### src/rtl/apu_pkg.sv
// ---------------------------------------------------------------------------
// apu_pkg
// Shared definitions for the APU sound channels (triangle, pulse, noise).
//   ADDR_*      : 2-bit channel register offsets within a 4-byte register bank
//   LEN_TABLE   : 32-entry length-counter load table, indexed by wr_data[7:3]
//   tri_level() : maps a 5-bit triangle step to its 4-bit output level
// ---------------------------------------------------------------------------
package apu_pkg;

    // Register offsets inside a channel's 4-byte bank ($4008..$400B for triangle)
    localparam logic [1:0] ADDR_REG0 = 2'd0;
    localparam logic [1:0] ADDR_REG1 = 2'd1;
    localparam logic [1:0] ADDR_REG2 = 2'd2;
    localparam logic [1:0] ADDR_REG3 = 2'd3;

    // NES length-counter load values
    localparam logic [7:0] LEN_TABLE [32] = '{
        8'd10,  8'd254, 8'd20,  8'd2,   8'd40,  8'd4,   8'd80,  8'd6,
        8'd160, 8'd8,   8'd60,  8'd10,  8'd14,  8'd12,  8'd26,  8'd14,
        8'd12,  8'd16,  8'd24,  8'd18,  8'd48,  8'd20,  8'd96,  8'd22,
        8'd192, 8'd24,  8'd72,  8'd26,  8'd16,  8'd28,  8'd32,  8'd30
    };

    // First half of the 32-step cycle ramps down (15-step), second half ramps
    // up (step-16); both reduce to inverting or passing the low nibble.
    function automatic logic [3:0] tri_level(input logic [4:0] step);
        return step[4] ? step[3:0] : ~step[3:0];
    endfunction

endpackage

### src/rtl/apu_length_counter.sv
// ---------------------------------------------------------------------------
// apu_length_counter
// Channel length counter shared by the triangle, pulse and noise channels.
//   clk_i          : system clock
//   rst_i          : asynchronous active-high reset, clears the count
//   enable_i       : channel enable level; low forces the count to zero
//   load_i         : one-clk load strobe (write to the channel's length register)
//   load_index_i   : LEN_TABLE index for the load
//   halt_i         : halt flag; freezes the count on half-frame strobes
//   half_frame_i   : frame-sequencer half strobe
//   length_o       : current count
//   active_o       : high when the count is non-zero
// ---------------------------------------------------------------------------
module apu_length_counter
    import apu_pkg::*;
(
    input  logic       clk_i,
    input  logic       rst_i,
    input  logic       enable_i,
    input  logic       load_i,
    input  logic [4:0] load_index_i,
    input  logic       halt_i,
    input  logic       half_frame_i,
    output logic [7:0] length_o,
    output logic       active_o
);

    logic [7:0] length_q;
    logic [7:0] length_d;

    // Priority: disable beats load, and a load in the same clk as a half-frame
    // strobe wins outright so the freshly loaded value is not decremented.
    always_comb begin
        length_d = length_q;
        if (!enable_i) begin
            length_d = 8'd0;
        end else if (load_i) begin
            length_d = LEN_TABLE[load_index_i];
        end else if (half_frame_i && !halt_i && (length_q != 8'd0)) begin
            length_d = length_q - 8'd1;
        end
    end

    // Count register
    always_ff @(posedge clk_i or posedge rst_i) begin
        if (rst_i) begin
            length_q <= 8'd0;
        end else begin
            length_q <= length_d;
        end
    end

    assign length_o = length_q;
    assign active_o = (length_q != 8'd0);

endmodule

### src/rtl/apu_triangle.sv
// ---------------------------------------------------------------------------
// apu_triangle
// NES APU triangle channel: period timer, 32-step sequencer, linear counter
// and length counter, with a registered 4-bit output level.
//   clk, rst        : system clock, asynchronous active-high reset
//   cpu_ce          : CPU-cycle enable, clocks the period timer
//   wr_en/addr/data : register writes ($4008, $4009 ignored, $400A, $400B)
//   enable          : $4015 bit 2 channel enable level
//   quarter_frame   : clocks the linear counter
//   half_frame      : clocks the length counter
//   out_sample      : triangle level to the mixer
//   length_active   : length counter non-zero ($4015 status)
// Build option: APU_TRIANGLE_ULTRASONIC_MUTE_EN -- when defined, periods below
// 2 drive out_sample to a constant mid-level 7 while the step keeps running.
// TIMER_W must be at least 11 so that $400B can write period bits [10:8].
// ---------------------------------------------------------------------------
module apu_triangle
    import apu_pkg::*;
#(
    parameter int TIMER_W = 11
) (
    input  logic       clk,
    input  logic       rst,
    input  logic       cpu_ce,
    input  logic       wr_en,
    input  logic [1:0] wr_addr,
    input  logic [7:0] wr_data,
    input  logic       enable,
    input  logic       quarter_frame,
    input  logic       half_frame,
    output logic [3:0] out_sample,
    output logic       length_active
);

    logic [TIMER_W-1:0] period_q, period_d;
    logic [TIMER_W-1:0] timer_q, timer_d;
    logic [4:0]         step_q, step_d;
    logic [6:0]         linear_q, linear_d;
    logic [6:0]         reload_val_q, reload_val_d;
    logic               control_q, control_d;
    logic               reload_flag_q, reload_flag_d;
    logic [3:0]         out_q, out_d;

    logic               wr_reg0;
    logic               wr_reg2;
    logic               wr_reg3;
    logic [7:0]         length;

    assign wr_reg0 = wr_en && (wr_addr == ADDR_REG0);
    assign wr_reg2 = wr_en && (wr_addr == ADDR_REG2);
    assign wr_reg3 = wr_en && (wr_addr == ADDR_REG3);

    // Length counter; the triangle's control flag doubles as the length halt.
    apu_length_counter u_length (
        .clk_i        (clk),
        .rst_i        (rst),
        .enable_i     (enable),
        .load_i       (wr_reg3),
        .load_index_i (wr_data[7:3]),
        .halt_i       (control_q),
        .half_frame_i (half_frame),
        .length_o     (length),
        .active_o     (length_active)
    );

    // Next-state logic. Every decision reads only registered state, so a
    // register write and a strobe in the same clk each see pre-write values;
    // in particular a quarter-frame uses the old reload flag and the $400B
    // write's flag set survives the end-of-quarter clear.
    always_comb begin
        period_d      = period_q;
        timer_d       = timer_q;
        step_d        = step_q;
        linear_d      = linear_q;
        reload_val_d  = reload_val_q;
        control_d     = control_q;
        reload_flag_d = reload_flag_q;

        if (wr_reg0) begin
            control_d    = wr_data[7];
            reload_val_d = wr_data[6:0];
        end
        if (wr_reg2) begin
            period_d[7:0] = wr_data;
        end
        if (wr_reg3) begin
            period_d[10:8] = wr_data[2:0];
        end

        if (cpu_ce) begin
            if (timer_q == '0) begin
                timer_d = period_q;
                if ((linear_q != 7'd0) && (length != 8'd0)) begin
                    step_d = step_q + 5'd1;
                end
            end else begin
                timer_d = timer_q - TIMER_W'(1);
            end
        end

        if (quarter_frame) begin
            if (reload_flag_q) begin
                linear_d = reload_val_q;
            end else if (linear_q != 7'd0) begin
                linear_d = linear_q - 7'd1;
            end
            if (!control_q) begin
                reload_flag_d = 1'b0;
            end
        end
        if (wr_reg3) begin
            reload_flag_d = 1'b1;
        end
    end

    // Output level follows the step with one clk of latency; a silenced
    // channel simply stops stepping so the level holds rather than dropping.
    always_comb begin
`ifdef APU_TRIANGLE_ULTRASONIC_MUTE_EN
        out_d = (period_q < TIMER_W'(2)) ? 4'd7 : tri_level(step_q);
`else
        out_d = tri_level(step_q);
`endif
    end

    // State registers; the output resets to the step-0 level of 15.
    always_ff @(posedge clk or posedge rst) begin
        if (rst) begin
            period_q      <= '0;
            timer_q       <= '0;
            step_q        <= 5'd0;
            linear_q      <= 7'd0;
            reload_val_q  <= 7'd0;
            control_q     <= 1'b0;
            reload_flag_q <= 1'b0;
            out_q         <= 4'hF;
        end else begin
            period_q      <= period_d;
            timer_q       <= timer_d;
            step_q        <= step_d;
            linear_q      <= linear_d;
            reload_val_q  <= reload_val_d;
            control_q     <= control_d;
            reload_flag_q <= reload_flag_d;
            out_q         <= out_d;
        end
    end

    assign out_sample = out_q;

endmodule

### config.mk
export PLATFORM = sky130hd
export DESIGN_NAME = apu_triangle
export DESIGN_NICKNAME = d
export VERILOG_FILES = /design/src/rtl/apu_pkg.sv /design/src/rtl/apu_length_counter.sv /design/src/rtl/apu_triangle.sv
export SDC_FILE = /design/constraint.sdc
export NUM_CORES = 1
export LEC_CHECK = 0
export CELL_PAD_IN_SITES_DETAIL_PLACEMENT = 2
export CELL_PAD_IN_SITES_GLOBAL_PLACEMENT = 2
export CORE_MARGIN = 8
export CORE_UTILIZATION = 42
export CTS_BUF_LIST = sky130_fd_sc_hd__clkbuf_2 sky130_fd_sc_hd__clkbuf_4 sky130_fd_sc_hd__clkbuf_8
export CTS_CLUSTER_DIAMETER = 30
export DETAILED_ROUTE_END_ITERATION = 10
export DONT_BUFFER_PORTS = 1
export PLACE_DENSITY = 0.87
export SLEW_MARGIN = 20
export SYNTH_ARGS = -nofsm -noshare
export SYNTH_HDL_FRONTEND = slang
export SYNTH_SLANG_ARGS = --single-unit
export TNS_END_PERCENT = 1
### constraint.sdc
create_clock -name clk -period 2.47 [get_ports clk]
set_input_delay 0.3705 -clock clk [delete_from_list [all_inputs] [get_ports clk]]
set_output_delay 0.3705 -clock clk [all_outputs]
set_load 0.02 [all_outputs]
Yosys cells after proc, flatten, opt, wreduce, memory -nomap -nowiden
Memories as Yosys holds them, arrays and structs flattened.
Cells that the tools add are included.
{"block": "totals", "register_bits": 55, "word_cells": 50, "output_inout_bits": 5, "n_memories": 1, "rom_bits": 256}
{"name": "(name not given)", "words": 32, "word_bits": 8, "rd": 1, "rd_clocked_by_memory_dff": 0, "wr": 0, "line_no": "apu_length_counter.sv:38", "rtl": "length_d = LEN_TABLE[load_index_i];"}
{"block": "op_classes", "n_addsub": 4, "bitwise": 2, "n_eq_ne": 4, "reduce_logical": 16, "order_cmp": 1, "muxes": 12}
{"operator": "$mux W8", "n": 5}
{"operator": "$mux W7", "n": 2}
{"operator": "$logic_not A11 Y1", "n": 1}
{"operator": "$mux W11", "n": 1}
{"operator": "$sub A11 B1 Y11 const B", "n": 1}
{"operator": "$reduce_bool A8 Y1", "n": 1}
{"operator": "$sub A8 B1 Y8 const B", "n": 1}
{"operator": "$reduce_bool A7 Y1", "n": 1}
{"operator": "$sub A7 B1 Y7 const B", "n": 1}
{"operator": "$ge A6 B6 Y1 const B", "n": 1}
{"operator": "$logic_and A1 B1 Y1", "n": 6}
{"operator": "$not A5 Y6", "n": 1}
{"operator": "$add A5 B1 Y5 const B", "n": 1}
{"operator": "$eq A2 B2 Y1 const B", "n": 2}
{"operator": "$mux W4", "n": 1}
{"operator": "$not A4 Y4", "n": 1}
{"operator": "$reduce_and A2 Y1", "n": 2}
{"operator": "$reduce_bool A2 Y1", "n": 2}
{"operator": "$mux W1", "n": 3}
{"operator": "$ne A3 B1 Y1 const B", "n": 1}
{"operator": "$reduce_and A3 Y1", "n": 1}
{"operator": "$logic_not A2 Y1", "n": 1}
{"operator": "$ne A2 B1 Y1 const B", "n": 1}
{"operator": "$logic_not A1 Y1", "n": 1}

Depth between registers and ports, before layout
{"block": "depth", "word_depth": 6, "depth_mapped": 8, "ltp_nobuf": 7}

Hierarchy
Synthesis repeated with hierarchy kept, for this count alone.
{"block": "unflattened", "hier_cells": 318, "hier_area_um2": 3179.3}
{"module": "apu_triangle", "seq_area_each_um2": 1181.1, "n_inst": 1, "area_per_inst_um2": 2323.5, "cells_each": 212}
{"module": "apu_length_counter", "seq_area_each_um2": 200.2, "n_inst": 1, "area_per_inst_um2": 855.8, "cells_each": 106}

Worst setup path after synthesis
No wires, ideal clock.
{"block": "synth_path", "kind": "register -> register", "from": "register timer_q[0]", "to": "register step_q[1]", "t_arrival_ps": 1709, "setup_ps": 125, "setup_slack_ps": 637, "required_ps": 2345, "path_stages_with_launch": 8, "cell_sequence": "dfrtp_1 inv_1 ha_1 nor4b_4 nand2_1 and4b_1 buf_4 mux2_2"}
{"block": "synth_via", "elab_chain_len": 2}
{"item": "from (decl)", "line_no": "apu_triangle.sv:36", "rtl": "logic [TIMER_W-1:0] timer_q, timer_d;"}
{"item": "from (signal assigned)", "line_no": "apu_triangle.sv:139", "rtl": "timer_q <= timer_d;"}
{"item": "$logic_not A11 Y1", "line_no": "apu_triangle.sv:91", "rtl": "if (timer_q == '0) begin"}
{"item": "$reduce_and A3 Y1 (no line)"}
{"item": "to (signal assigned)", "line_no": "apu_triangle.sv:140", "rtl": "step_q <= step_d;"}
{"item": "to (decl)", "line_no": "apu_triangle.sv:37", "rtl": "logic [4:0] step_q, step_d;"}
No other way between the ends.
A chain may end at the register's enable or synchronous reset.

Worst setup path in the final report
Same ends and word-level chain as after synthesis.

==> results.py <==
metrics = {
    "floorplan": {
        "ioPinCount": 22,
        "die_x_um": 101.5,
        "rows": 31,
        "die_area_um2": 10300,
        "die_h_um": 101.5,
        "initial_core_util": 0.4277,
        "core_area_um2": 7176,
    },
    "run": {
        "drv_cap": 0,
    },
    "placed_design": {
        "post-place-cells": 418,
        "port_buffers": 0,
        "routabilityCongestion": 0.7545,
        "hpwl_um": 6378,
        "dp_slack_ns": 0.3225,
    },
    "setup_path": {
        "cp-end-kind": "register",
        "crit_arrival_ns": 2.34,
        "crit_fanout": 8,
        "critPathLaunchType": "register",
        "crit_type": "reg -> reg",
        "required_ns": 2.68,
    },
    "yosys": {
        "syn-cell-area_um2": 3069,
        "synth_cells": 329,
        "synth_area_leaders": "dfrtp_1 (42%), o21ai_0 (5.5%), mux2_2 (5.5%)",
        "synth_area_leader_cell": "dfrtp_1",
        "synthArstFlopShare": 1.000,
        "synth_flop_cell": "dfrtp_1",
        "yosysTopAreaCellShare": 0.4158,
        "synth.avg_cell_area_um2": 9.329,
        "synth_cell_types": 50,
        "yosysSeqAreaShare": 0.4501,
        "synth-warning-count": 0,
        "ys_ff_latch": 55,
        "synth_fp_nets": 358,
        "synth_edf_count": 0,
    },
    "timing": {
        "finalWorstSetupSlack_ns": 0.3424,
        "fmax_mhz": 470.0,
        "setup_violations": 0,
        "rsz0062_at_grt": "false",
        "slew_headroom": 0.4718,
        "worstMarginPinSlew_ns": 0.7889,
        "finClkSkew_ns": 0.005640,
        "finalSetupTns_ns": 0,
        "finalCriticalPeriod_ns": 2.128,
        "period_share": 0.8614,
        "finalMaxSlewViolations": 0,
        "hold_viol_final": 0,
    },
    "clock_network": {
        "htree_num_levels": 2,
        "cts_tree": "built",
        "cts_buffers": 5,
        "cts_hold_buf": 0,
        "cts_buffer_depth": 2,
        "cts-resized-gates": 0,
        "insertion_delay_ns": 0.32,
        "post_cts_buffers": 0,
        "cts_sinks": 55,
        "cts_root_buf": "clkbuf_8",
        "clk_pin_slew_ns": 0.10,
    },
    "routing": {
        "drtPass1Iterations": 4,
        "wl_met3_um": 221,
        "routed_via_density": 5.793,
        "via_count": 2468,
        "drc": 0,
        "wl_per_cell_um": 21.13,
        "dr.max_layer_used": "met4",
        "drtIter0Drc": 77,
        "wl_met2_um": 4791,
        "final_antenna_net_count": 0,
        "wl_met1_um": 3756,
        "routed_wl_um": 9003,
    },
    "cells_and_area": {
        "nFillCells": 763,
        "fin_cells": 426,
        "drive_above_1_share": 0.1131,
        "most-common-layout-cells": "dfrtp_1 (51), nand2_1 (39), o21ai_0 (34), a21oi_1 (25), nor2_1 (23)",
        "areaGrowthSynthToFinish_pct": 6.890,
        "n_antenna_cell": 0,
        "final_common_cell": "dfrtp_1",
        "nets": 355,
    },
    "power": {
        "p_leak_nw": 1.436,
        "p_per_area_nw_per_um2": 915.2,
        "p_total_w": 0.003002,
        "ir_drop_v": 0.0003141,
    },
    "global_route": {
        "grt_pass1_vias": 2832,
        "overflow": 0,
        "antenna_found_initial": 0,
        "grt_max_degree": 36,
        "grt_usage": 0.1878,
        "grt_pass1_wl_um": 15060,
    },
    "min_path": {
        "holdCritPathClass": "in -> async",
    },
    "outcome": {
        "status": "completed",
    },
}
[registers in the layout (all words and copies together) (netlist names)]
register           cells
out_sample             4
reload_val_q           7
linear_q               7
timer_q               11
reload_flag_q          1
u_length.length_o      8
step_q                 5
control_q              1
period_q              11
[metrics by stage]
stage | instance area (µm²) | hold WS [ns] | utilization
after floorplan | 3069 | 0.4404 | -
after global placement | 3159 | 0.4009 | 0.4403
after detailed placement | 3159 | 0.4286 | 0.4403
after CTS | 3281 | 0.07280 | 0.4572
after global routing | 3281 | 0.09233 | 0.4572
final | 3281 | 0.05169 | 0.4572
[cell usage after synthesis, drive strengths merged (2+ instances only)]
| library cell | number |
|---|---|
| mux2 | 15 |
| o211ai | 3 |
| dfrtp | 51 |
| nand2 | 39 |
| xnor2 | 8 |
| a21oi | 25 |
| nor2b | 6 |
| a221oi | 2 |
| and2b | 2 |
| dfstp | 4 |
| o21ai | 34 |
| nor3b | 5 |
| o211a | 2 |
| nor4b | 2 |
| ha | 12 |
| a22oi | 2 |
| a31oi | 2 |
| nor3 | 10 |
| xor2 | 3 |
| nand3b | 3 |
| nand3 | 9 |
| o22ai | 3 |
| o31ai | 3 |
| a21o | 2 |
| nand4 | 4 |
| nand2b | 4 |
| clkbuf | 12 |
| nor4 | 5 |
| nor2 | 23 |
| and3 | 3 |
| buf | 2 |
| inv | 14 |
[kinds of logic (layout without fill, tap and decap cells)]
logic type               Yosys count  after routing  share of synthesized area
AO/OA/AOI/OAI                     88             88                     0.1716
AND/OR/NAND/NOR                  119            119                     0.2018
buffers and inverters             28             26                    0.03791
XOR/XNOR                          11             11                    0.03139
multiplexers                      16             16                    0.05830
flip-flops                        55             55                     0.4501
adder cells (fa/ha/maj)           12             12                    0.04892
[power breakdown]
group          switching [W]  total, W  internal (W)
sequential          0.000297   0.00144       0.00114
clock               0.000325  0.000659      0.000334
combinational       0.000531  0.000905      0.000374
total                0.00115   0.00300       0.00185
[metal layers]
metal / vias up / global-route usage
li1: 1168 / -
met1: 1251 / 0.2107
met2: 29 / 0.3462
met3: 20 / 0.03162
met4: 0 / 0.06873
met5: - / 0
[critical path: stages, from the launching register on]
cell	delay, ns
dfrtp_1	0.43
inv_1	0.11
ha_1	0.15
nor4b_4	0.27
nand2_1	0.25
and4b_1	0.45
mux2_2	0.37
[path summary, 6_finish.rpt]
path	startpoint	endpoint	slack (ns)	cells past startpoint
setup / recovery	timer_q[0]$_DFFE_PP0P_	step_q[1]$_DFFE_PP0P_	0.34	6
hold / removal	rst	step_q[2]$_DFFE_PP0P_	0.05	1
setup reg to reg	timer_q[0]$_DFFE_PP0P_	step_q[1]$_DFFE_PP0P_	0.34	6
hold reg to reg	step_q[3]$_DFFE_PP0P_	out_sample[3]$_DFF_PP1_	0.48	1
max in group asynchronous	rst	period_q[4]$_DFFE_PP0P_	1.73	2
min in group clk	cpu_ce	timer_q[6]$_DFFE_PP0P_	0.13	1
[layout make-up]
type | instances | area, µm² | share of cell area
Clock inverter | 2 | 38.79 | 0.01182
Tap cell | 99 | 123.9 | 0.03776
Multi-Input combinational cell | 246 | 1572 | 0.4790
Timing Repair Buffer | 4 | 30.03 | 0.009153
Sequential cell | 55 | 1381 | 0.4211
Clock buffer | 6 | 82.58 | 0.02517
Inverter | 14 | 52.55 | 0.01602
(Power assumes the default switching activity.)
